**config.mk**
```make
export PLATFORM = sky130hd
export DESIGN_NAME = fbr_serial_tx
export DESIGN_NICKNAME = d
export VERILOG_FILES = /design/src/rtl/fbr_serial_tx_pkg.sv /design/src/rtl/fbr_serial_tx_bit_timer.sv /design/src/rtl/fbr_serial_tx.sv
export SDC_FILE = /design/constraint.sdc
export NUM_CORES = 1
export LEC_CHECK = 0
export CELL_PAD_IN_SITES_DETAIL_PLACEMENT = 1
export CELL_PAD_IN_SITES_GLOBAL_PLACEMENT = 2
export CORE_MARGIN = 5
export CORE_UTILIZATION = 32
export CTS_BUF_LIST = sky130_fd_sc_hd__clkbuf_16
export DETAILED_ROUTE_END_ITERATION = 12
export HOLD_SLACK_MARGIN = 0.1
export PLACE_DENSITY_LB_ADDON = 0.1
export SYNTH_ARGS = -nofsm -noshare
export SYNTH_HDL_FRONTEND = slang
export SYNTH_HIERARCHICAL = 1
export SYNTH_SLANG_ARGS = --single-unit
export TNS_END_PERCENT = 1
```
**constraint.sdc**
```tcl
create_clock -name clk -period 2.5 [get_ports clk]
set_clock_uncertainty 0.15 [all_clocks]
set_input_delay 0.75 -clock clk [delete_from_list [all_inputs] [get_ports clk]]
set_output_delay 0.75 -clock clk [all_outputs]
set_load 0.05 [all_outputs]
```
**src/rtl/fbr_serial_tx_pkg.sv**
```systemverilog
// fbr_pkg: FSM state type, line levels and a counter-width helper shared by the serial transmitter
package fbr_pkg;
    typedef enum logic [2:0] {IDLE, START, DATA, PARITY, STOP} state_t;
    localparam logic TX_IDLE_LVL = 1'b1;
    localparam logic START_LVL = 1'b0;
    localparam logic STOP_LVL = 1'b1;
    function automatic int cw(input int n);
        return (n > 1) ? $clog2(n) : 1;
    endfunction
endpackage

```
**src/rtl/fbr_serial_tx_bit_timer.sv**
```systemverilog
// fbr_bit_timer: counts 0..CLKS_PER_BIT-1 while not cleared, tick marks the last cycle of each bit
module fbr_bit_timer
    import fbr_pkg::*;
#(
    parameter int CLKS_PER_BIT = 4
) (
    input  logic clk,
    input  logic reset,
    input  logic clr,
    output logic tick
);
    localparam int TW = cw(CLKS_PER_BIT);
    localparam logic [TW-1:0] LAST = TW'(CLKS_PER_BIT - 1);
    logic [TW-1:0] cnt;
    assign tick = !clr && cnt == LAST;
    always_ff @(posedge clk) begin
        if (reset || clr) cnt <= '0;
        else cnt <= tick ? '0 : cnt + 1'b1;
    end
endmodule

```
**src/rtl/fbr_serial_tx.sv**
```systemverilog
// fbr_serial_tx: framed LSB-first serial transmitter with load/ready handshake
// Define FBR_TX_PARITY_EN to insert an even-parity bit between the data bits and the stop bit.
module fbr_serial_tx
    import fbr_pkg::*;
#(
    parameter int WIDTH = 4,
    parameter int CLKS_PER_BIT = 4
) (
    input  logic             clk,
    input  logic             reset,
    input  logic [WIDTH-1:0] D,
    input  logic             load,
    output logic             ready,
    output logic             busy,
    output logic             tx
);
    localparam int IW = cw(WIDTH);
    state_t state;
    logic [WIDTH-1:0] sh;
    logic [WIDTH-1:0] nsh;
    logic [IW-1:0] idx;
    logic tick;
    logic lastbit;
`ifdef FBR_TX_PARITY_EN
    logic par;
`endif
    fbr_bit_timer #(.CLKS_PER_BIT(CLKS_PER_BIT)) u_timer (
        .clk(clk),
        .reset(reset),
        .clr(state == IDLE),
        .tick(tick)
    );
    assign nsh = sh >> 1;
    assign lastbit = idx == IW'(WIDTH - 1);
    // tx is registered, so each state drives the level of the bit that follows it on its final tick
    always_ff @(posedge clk) begin
        if (reset) begin
            state <= IDLE;
            tx <= TX_IDLE_LVL;
            ready <= 1'b1;
            busy <= 1'b0;
            sh <= '0;
            idx <= '0;
`ifdef FBR_TX_PARITY_EN
            par <= 1'b0;
`endif
        end else begin
            case (state)
                IDLE: if (load) begin
                    state <= START;
                    tx <= START_LVL;
                    ready <= 1'b0;
                    busy <= 1'b1;
                    sh <= D;
                    idx <= '0;
`ifdef FBR_TX_PARITY_EN
                    par <= ^D;
`endif
                end
                START: if (tick) begin
                    state <= DATA;
                    tx <= sh[0];
                end
                DATA: if (tick) begin
                    if (lastbit) begin
`ifdef FBR_TX_PARITY_EN
                        state <= PARITY;
                        tx <= par;
`else
                        state <= STOP;
                        tx <= STOP_LVL;
`endif
                    end else begin
                        idx <= idx + 1'b1;
                        sh <= nsh;
                        tx <= nsh[0];
                    end
                end
`ifdef FBR_TX_PARITY_EN
                PARITY: if (tick) begin
                    state <= STOP;
                    tx <= STOP_LVL;
                end
`endif
                STOP: if (tick) begin
                    state <= IDLE;
                    tx <= TX_IDLE_LVL;
                    ready <= 1'b1;
                    busy <= 1'b0;
                end
                default: state <= IDLE;
            endcase
        end
    end
endmodule
```
Word-level counts from Yosys, hierarchy flattened. Cells that the tools add are included.

Output and inout port bits: 3. Register bits: 14. Logic and storage cells: 56. Input port bits: 7.

Equal/unequal tests: 11. Reductions and logical operators: 12. $add $sub $neg: 2. Multiplexer cells: 24.

Operator list (number): two-way mux 3 bit (5); two-way mux 4 bit (3); case mux 3 bit (4 select lines) (1); AND reduction 5 bit (2); case mux 4 bit (2 select lines) (1); two-way mux 1 bit (7); two-way mux 2 bit (3); inequality test 2 x 1 -> 1 bit, second input constant (3); inequality test 2 bit, second input constant (3); adder 2 x 1 -> 2 bit, second input constant (2); == test 2 bit, second input constant (2); case mux 1 bit (2 select lines) (2); case mux 1 bit (4 select lines) (1); case mux 2 bit (2 select lines) (1); AND reduction 4 bit (1); nonzero test 2 bit (2); nonzero test 4 bit (1); == test 3 x 1 -> 1 bit, second input constant (1); == test 3 x 2 -> 1 bit, second input constant (1); == test 3 bit, second input constant (1); logical NOT 3 bit (1); AND reduction 3 bit (1); OR reduction 2 bit (1); logical AND 1 bit (1); 2 further kinds (2).

Logic depth before layout (Yosys ltp). Gate-level depths: netlist of the first run.

Depth in word-level cells: 5. Mapped depth: 8. Depth with buffers taken out: 6.

Modules after synthesis. The synthesis of the first run kept the hierarchy.

By module, submodules not included: fbr_serial_tx (times used 1, seq. area each 240.2 um^2, area each 659.4 um^2, cells each 70); fbr_bit_timer (times used 1, seq. area each 40.0 um^2, area each 86.3 um^2, cells each 6).

Worst setup path before layout of the first run. Ideal clock, no wire load.

Path type: register to register. Start: register state[0]. End: register tx. Clock period less this slack: 2.182 ns. Required time: 2.233 ns. Stages on the path, launching flop included: 9. Setup slack: 0.318 ns. Setup time: 0.117 ns. Buffers on the path: 2. Arrival time: 1.915 ns. Cells stage by stage: dfxtp_1 > buf_2 > nor3_1 > nor2b_1 > buf_2 > mux2_2 > a211oi_1 > mux2i_1 > nand2b_1.

Word-level cells in the longest chain between the ends: 5. Elaborated cells between the ends (all ways): 13. Classes of those cells: eq/ne (7); mux (1); reduce/logical (5).

Ends and longest elaborated chain: start: declaration (line fbr_serial_tx.sv:18) `state_t state;`; start signal: assignment (line fbr_serial_tx.sv:38) `state <= IDLE;`; start signal: assignment (line fbr_serial_tx.sv:50) `state <= START;`; start signal: assignment (line fbr_serial_tx.sv:61) `state <= DATA;`; logical NOT 3 bit * (line fbr_serial_tx.sv:30) `.clr(state == IDLE),`; logical NOT 1 bit * (line fbr_serial_tx_bit_timer.sv:15) `assign tick = !clr && cnt == LAST;`; logical AND 1 bit * (line fbr_serial_tx_bit_timer.sv:15); named net tick (line fbr_serial_tx.sv:22) `logic tick;`; inequality test 2 x 1 -> 1 bit (no source line); AND reduction 5 bit (no source line) *; end signal: assignment (line fbr_serial_tx.sv:62) `tx <= sh[0];`; end signal: assignment (line fbr_serial_tx.sv:76) `tx <= nsh[0];`; end: declaration (line fbr_serial_tx.sv:15) `output logic tx`.

The timed path passes the listed nets; every way through them passes the cells marked *. A chain may end at the register's enable or synchronous reset.

Worst setup path after layout of the first run.
Start: register ready. End: output port ready.

RTL lines: start: declaration (line fbr_serial_tx.sv:13) `output logic ready,`; start signal: assignment (line fbr_serial_tx.sv:40) `ready <= 1'b1;`; start signal: assignment (line fbr_serial_tx.sv:52) `ready <= 1'b0;`; start signal: assignment (line fbr_serial_tx.sv:88) `ready <= 1'b1;`.

No word-level cell between the ends.

==> summary.md, run 1 <==
| Metric | Value |
|---|---|
| Status | finished, final reports clean |
| Post-DP HPWL | 1280 um |
| Commonest cells after routing, fill and taps aside | 14 x dfxtp_1, 9 x clkdlybuf4s50_1, 7 x nor2_1, 7 x a21oi_1, 7 x buf_4 |
| Rows | 17 |
| Core area | 2210 um^2 |
| Power Dens Cells | between 600 and 700 nW/um^2 |
| Slew Limit Headroom | 60.9% |
| Net Count, Synth | 85 |
| CTS root buffer | clkbuf_16 |
| Share of post-route cells with drive strength above 1 | 18.7% |
| Top-area cell type share of the netlist area | a little under two fifths |
| Commonest non-fill, non-tap cell in the layout | dfxtp_1 |
| Kind of end point of the critical path | output port |
| RePlAce Congestion | 0.653 |
| Max Root-Sink Buffers | 2 |
| Final-report setup violation count | 0 |
| Vias post-DR | between 600 and 700 |
| Hold_buf cts | 0 |
| Fmax | approximately 440 MHz |
| Max-cap violations | 0 |
| Multi-input gate area | approximately 430 um^2 |
| Tmin final | ~2.3 ns |
| CP startpoint kind | register |
| Worst Path Required | 1.60 ns |
| Die height | 58.3 um |
| Nets@finish | 101 |
| Synth top area cells | dfxtp_1 38%, mux2i_1 8.1%, a211oi_1 5.0% |
| Setup TNS | 0 ns |
| Worst path slowest cell | clkdlybuf4s50_1 |
| Post-synth cell types | 30 |
| Die X | 58.3 um |
| # DRC | 0 |
| DR WL/cell | 14.6 um |
| Vias in the first global route | 633 |
| Most frequently used flop master after synthesis | dfxtp_1 |
| Clk sinks | 14 |
| Post-synth EDFFs | 0 |
| Cell leakage power | 0.000402 uW |
| Pin count of the biggest net entering global routing | 15 |
| Worst-path clk slew | 0.05 ns |
| Min Hold Slack | 0.288 ns |
| Total CTS buffers | 3 |
| Post-CTS sizing | 0 |
| Vias per cell | approximately 5.2 |
| Avg Synthesized Cell Area | 9.81 um^2 |
| Cell family with most CP delay | buffers and inverters |
| Max IR drop VDD | 543 uV |
| #FFs+latches synth | 14 |
| Worst-Skew Late Latency | 0.24 ns |
| CP Class | reg2out |
| Crit share post-route | 91.8% |
| CTS tree | done |
| Layout Area Growth over Synthesis | 30.4% |
| WP data arrival | 1.40 ns |
| Detailed Route WL | around 1700 um |
| Post-route insts no fill | around 120 |
| Hold Path Class | reg2reg |
| Post-CTS setup buffer count | 0 |
| Die Area | ~3400 um^2 |
| Initial Util | 33.7% |
| Worst-path fanout max | 3 |
| Sequential area share after synthesis | a little under two fifths |
| Max incr delay on CP | 0.81 ns |
| IO Port Bufs | 9 |
| Max Slew Vio Count | 0 |
| Dpl cells | roughly 120 |
| FFs w/ async S/R, synth | 0% |
| Initial antenna violation count | 0 |
| Sequential cell area | between 200 and 300 um^2 |
| GRT overflow | 0 |
| Ys Warns | 6 |
| RSZ-0062 raised after global routing | no |
| Antenna viol nets, final | 0 |
| CP Buf/Inv Count | 1 |
| Initial DRC Count | 6 |
| Final hold vios | 0 |
| I/O pin cnt | 10 |
| Area leader, netlist | dfxtp_1 |
| Total Routing Usage GR | 11.3% |
| Worst Tran Pin Value | 0.584 ns |
| Syn Std Cell Area | 746 um^2 |
| Synth Instances | 76 |
| Critical path cell sequence | clkdlybuf4s50_1 |
| Antenna cells | 0 |
| DRT Pass-1 Iters | 4 |
| H-Tree Depth | 1 |
| First-pass GRT wire length | approximately 3000 um |
| FILL cells | around 260 |
where the power goes:
part / switching, uW / total (uW) / internal [uW] / leakage, uW
sequential: 7.14 / 243 / 236 / 0.000115
clock: 94.4 / 306 / 212 / 0.0000385
combinational: 45.9 / 85.5 / 39.6 / 0.000249
through the flow:
step / util, % / setup slack [ns] / instance area [um^2] / total power, uW
3_5_place_dp: 40.4 / 0.135 / 893 / 334
2_1_floorplan: - / 0.318 / 746 / 298
3_3_place_gp: 40.4 / 0.179 / 893 / 332
4_1_cts: 43.9 / 0.191 / 972 / 641
5_1_grt: 43.9 / 0.162 / 972 / 656
6_report: 43.9 / 0.204 / 972 / 634
synthesized netlist by cell type, types with 2 or more instances:
cell and instances:
a211oi_1 5, a21oi_1 7, buf_2 3, dfxtp_1 14, ha_1 2, mux2i_1 6, nand2_1 3, nand2b_1 4
nand3_1 2, nor2_1 7, nor2b_1 2, nor3_1 2, nor4bb_1 2
routing by layer:
metal | routed length (um) | track usage [%] | share of wire (%) | vias up
met5 | 0 | 0 | 0 | -
met4 | 22 | 3.97 | 1.3 | 0
met3 | 58 | 3.56 | 3.3 | 2
met2 | 866 | 19.3 | 50 | 6
met1 | 784 | 13.2 | 45 | 308
li1 | - | - | - | 308
layout make-up:
cell class	instances	share of cell area (%)
Clock buffer	3	7.72
Clock inverter	1	0.386
Inverter	1	0.386
Multi-Input combinational cell	56	44.4
Sequential cell	14	28.8
Tap cell	28	3.60
Timing Repair Buffer	16	14.7
path summary, 6_finish.rpt:
kind	slack, ns	start	endpoint	cells after the start
setup / recovery	0.20	ready	ready	1
hold / removal	0.29	u_timer/cnt[0]	u_timer/cnt[0]	1
hold reg to reg	0.29	u_timer/cnt[0]	u_timer/cnt[0]	1
setup reg to reg	0.48	u_timer/cnt[0]	tx	7
flip-flops by register name, indices dropped and copies added (netlist names):
| signal | count |
|---|---|
| sh | 4 |
| state | 3 |
| idx | 2 |
| u_timer/cnt | 2 |
| busy | 1 |
| ready | 1 |
| tx | 1 |
cells by family (layout without fill, tap and decap cells):
logic type      count (synthesis)  count (layout)  share of synthesized area (%)
flops                          14              14                           37.6
fa+ha+maj                       2               2                           3.36
simple gates                   31              31                           29.0
mux                             7               7                           9.56
buf+inv                         6              21                           4.53
compound gates                 16              16                           15.9
No activity file was read; power rests on OpenSTA's default activity.
==> run 2: changes to the inputs <==
Settings changed: CORE_MARGIN 5 to 2, SETUP_SLACK_MARGIN set to 0.1.
==> run 2 against run 1 <==
Against the previous run: flip-flop and latch count stayed put; largest power group unchanged; utilization stayed put; sequential share of layout area stayed put; sequential power hardly changed; largest cell class unchanged.
==> summary.md, run 2 (synthesis results as in run 1) <==
| Metric | Value |
|---|---|
| Worst-path fanout max | 3 |
| Max IR drop VDD | 532 uV |
| Antenna viol nets, final | 0 |
| Rows | 17 |
| FILL cells | 274 |
| GRT overflow | 0 |
| Core area | 2210 um^2 |
| Post-CTS setup buffer count | 0 |
| CTS root buffer | clkbuf_16 |
| Total CTS buffers | 3 |
| Nets@finish | 101 |
| IO Port Bufs | 9 |
| Worst path slowest cell | clkdlybuf4s50_1 |
| Initial DRC Count | 1 |
| Total Routing Usage GR | 15.0% |
| Share of post-route cells with drive strength above 1 | 18.7% |
| Die Area | 2730 um^2 |
| DR WL/cell | 14.0 um |
| Top reg by flops | sh |
| Min Hold Slack | 0.292 ns |
| Hold Path Class | reg2reg |
| Cell family with most CP delay | buffers and inverters |
| Max incr delay on CP | 0.81 ns |
| Commonest non-fill, non-tap cell in the layout | dfxtp_1 |
| Fmax | roughly 440 MHz |
| Worst-path clk slew | 0.05 ns |
| Antenna cells | 0 |
| Kind of end point of the critical path | output port |
| Layout Area Growth over Synthesis | 30.4% |
| Final hold vios | 0 |
| R2r setup slk | ~0.46 ns |
| Initial Util | 33.7% |
| Commonest cells after routing, fill and taps aside | 14 x dfxtp_1, 9 x clkdlybuf4s50_1, 7 x nor2_1, 7 x a21oi_1, 7 x buf_4 |
| # DRC | 0 |
| CP Buf/Inv Count | 1 |
| Top Registers | sh (4), state (3) |
| First-pass GRT wire length | approximately 2900 um |
| Status | finished, final reports clean |
| WP data arrival | 1.39 ns |
| Final-report setup violation count | 0 |
| Detailed Route WL | 1670 um |
| Max reg flops | 4 |
| CP Class | reg2out |
| Pin count of the biggest net entering global routing | 15 |
| Crit share post-route | 91.7% |
| Slew Limit Headroom | 63.7% |
| Worst Tran Pin Value | 0.543 ns |
| Post-DP HPWL | 1190 um |
| Max Slew Vio Count | 0 |
| Hold_buf cts | 0 |
| Vias per cell | 5.13 |
| Power Dens Cells | about 650 nW/um^2 |
| Vias post-DR | between 600 and 700 |
| RePlAce Congestion | about 0.65 |
| Post-CTS sizing | 0 |
| I/O pin cnt | 10 |
| Setup TNS | 0 ns |
| Die height | 52.3 um |
| Dpl cells | 115 |
| Vias in the first global route | 612 |
| Clk sinks | 14 |
| Initial antenna violation count | 0 |
| H-Tree Depth | 1 |
| CP startpoint kind | register |
| Max Root-Sink Buffers | 2 |
| Max-cap violations | 0 |
| RSZ-0062 raised after global routing | no |
| Post-route insts no fill | 119 |
| Tmin final | 2.29 ns |
| CTS tree | done |
| Worst-Skew Late Latency | approximately 0.24 ns |
| Critical path cell sequence | clkdlybuf4s50_1 |
| Cell leakage power | 0.000402 uW |
| DRT Pass-1 Iters | 2 |
| Die X | 52.3 um |
| Worst Path Required | around 1.6 ns |
## run 2: cell counts in the layout (fill, tap and decap cells not counted)
Identical to the previous run, type by type.
## run 2: power by group
| part | switching (uW) | internal [uW] |
|---|---|---|
| registers | 7.01 | 236 |
| clock network | 90.5 | 211 |
| logic | 45.7 | 39.6 |
| total | 143 | 487 |
## run 2: through the flow
stage	utilization [%]	worst slack, ns	power, uW	cell area, um^2
after floorplan	-	0.318	298	746
after global placement	40.4	0.180	331	893
after detailed placement	40.4	0.139	333	893
after CTS	43.9	0.198	640	972
after global routing	43.9	0.160	659	972
final	43.9	0.207	630	972
## run 2: final timing paths
kind | startpoint | end | cells after the start
worst max register to register | u_timer/cnt[0] | tx | 7
worst min register to register | u_timer/cnt[0] | u_timer/cnt[0] | 1
worst max-delay path | busy | busy | 1
worst min-delay path | u_timer/cnt[0] | u_timer/cnt[0] | 1
## run 2: routing by layer
| layer | track usage, % | part of all wire, % |
|---|---|---|
| met2 | 23.6 | 52 |
| met4 | 7.69 | 1.6 |
| met3 | 5.14 | 2.8 |
| met5 | 0 | 0 |
| met1 | 18.0 | 43 |
## run 2: cell type report
class	instances	area, um^2	area share [%]
flip-flops and latches	14	280	28.8
repair buffers	16	143	14.7
multi-input cells	56	432	44.4
clock inverters	1	3.75	0.386
inverters	1	3.75	0.386
well taps	28	35.0	3.60
clock buffers	3	75.1	7.72
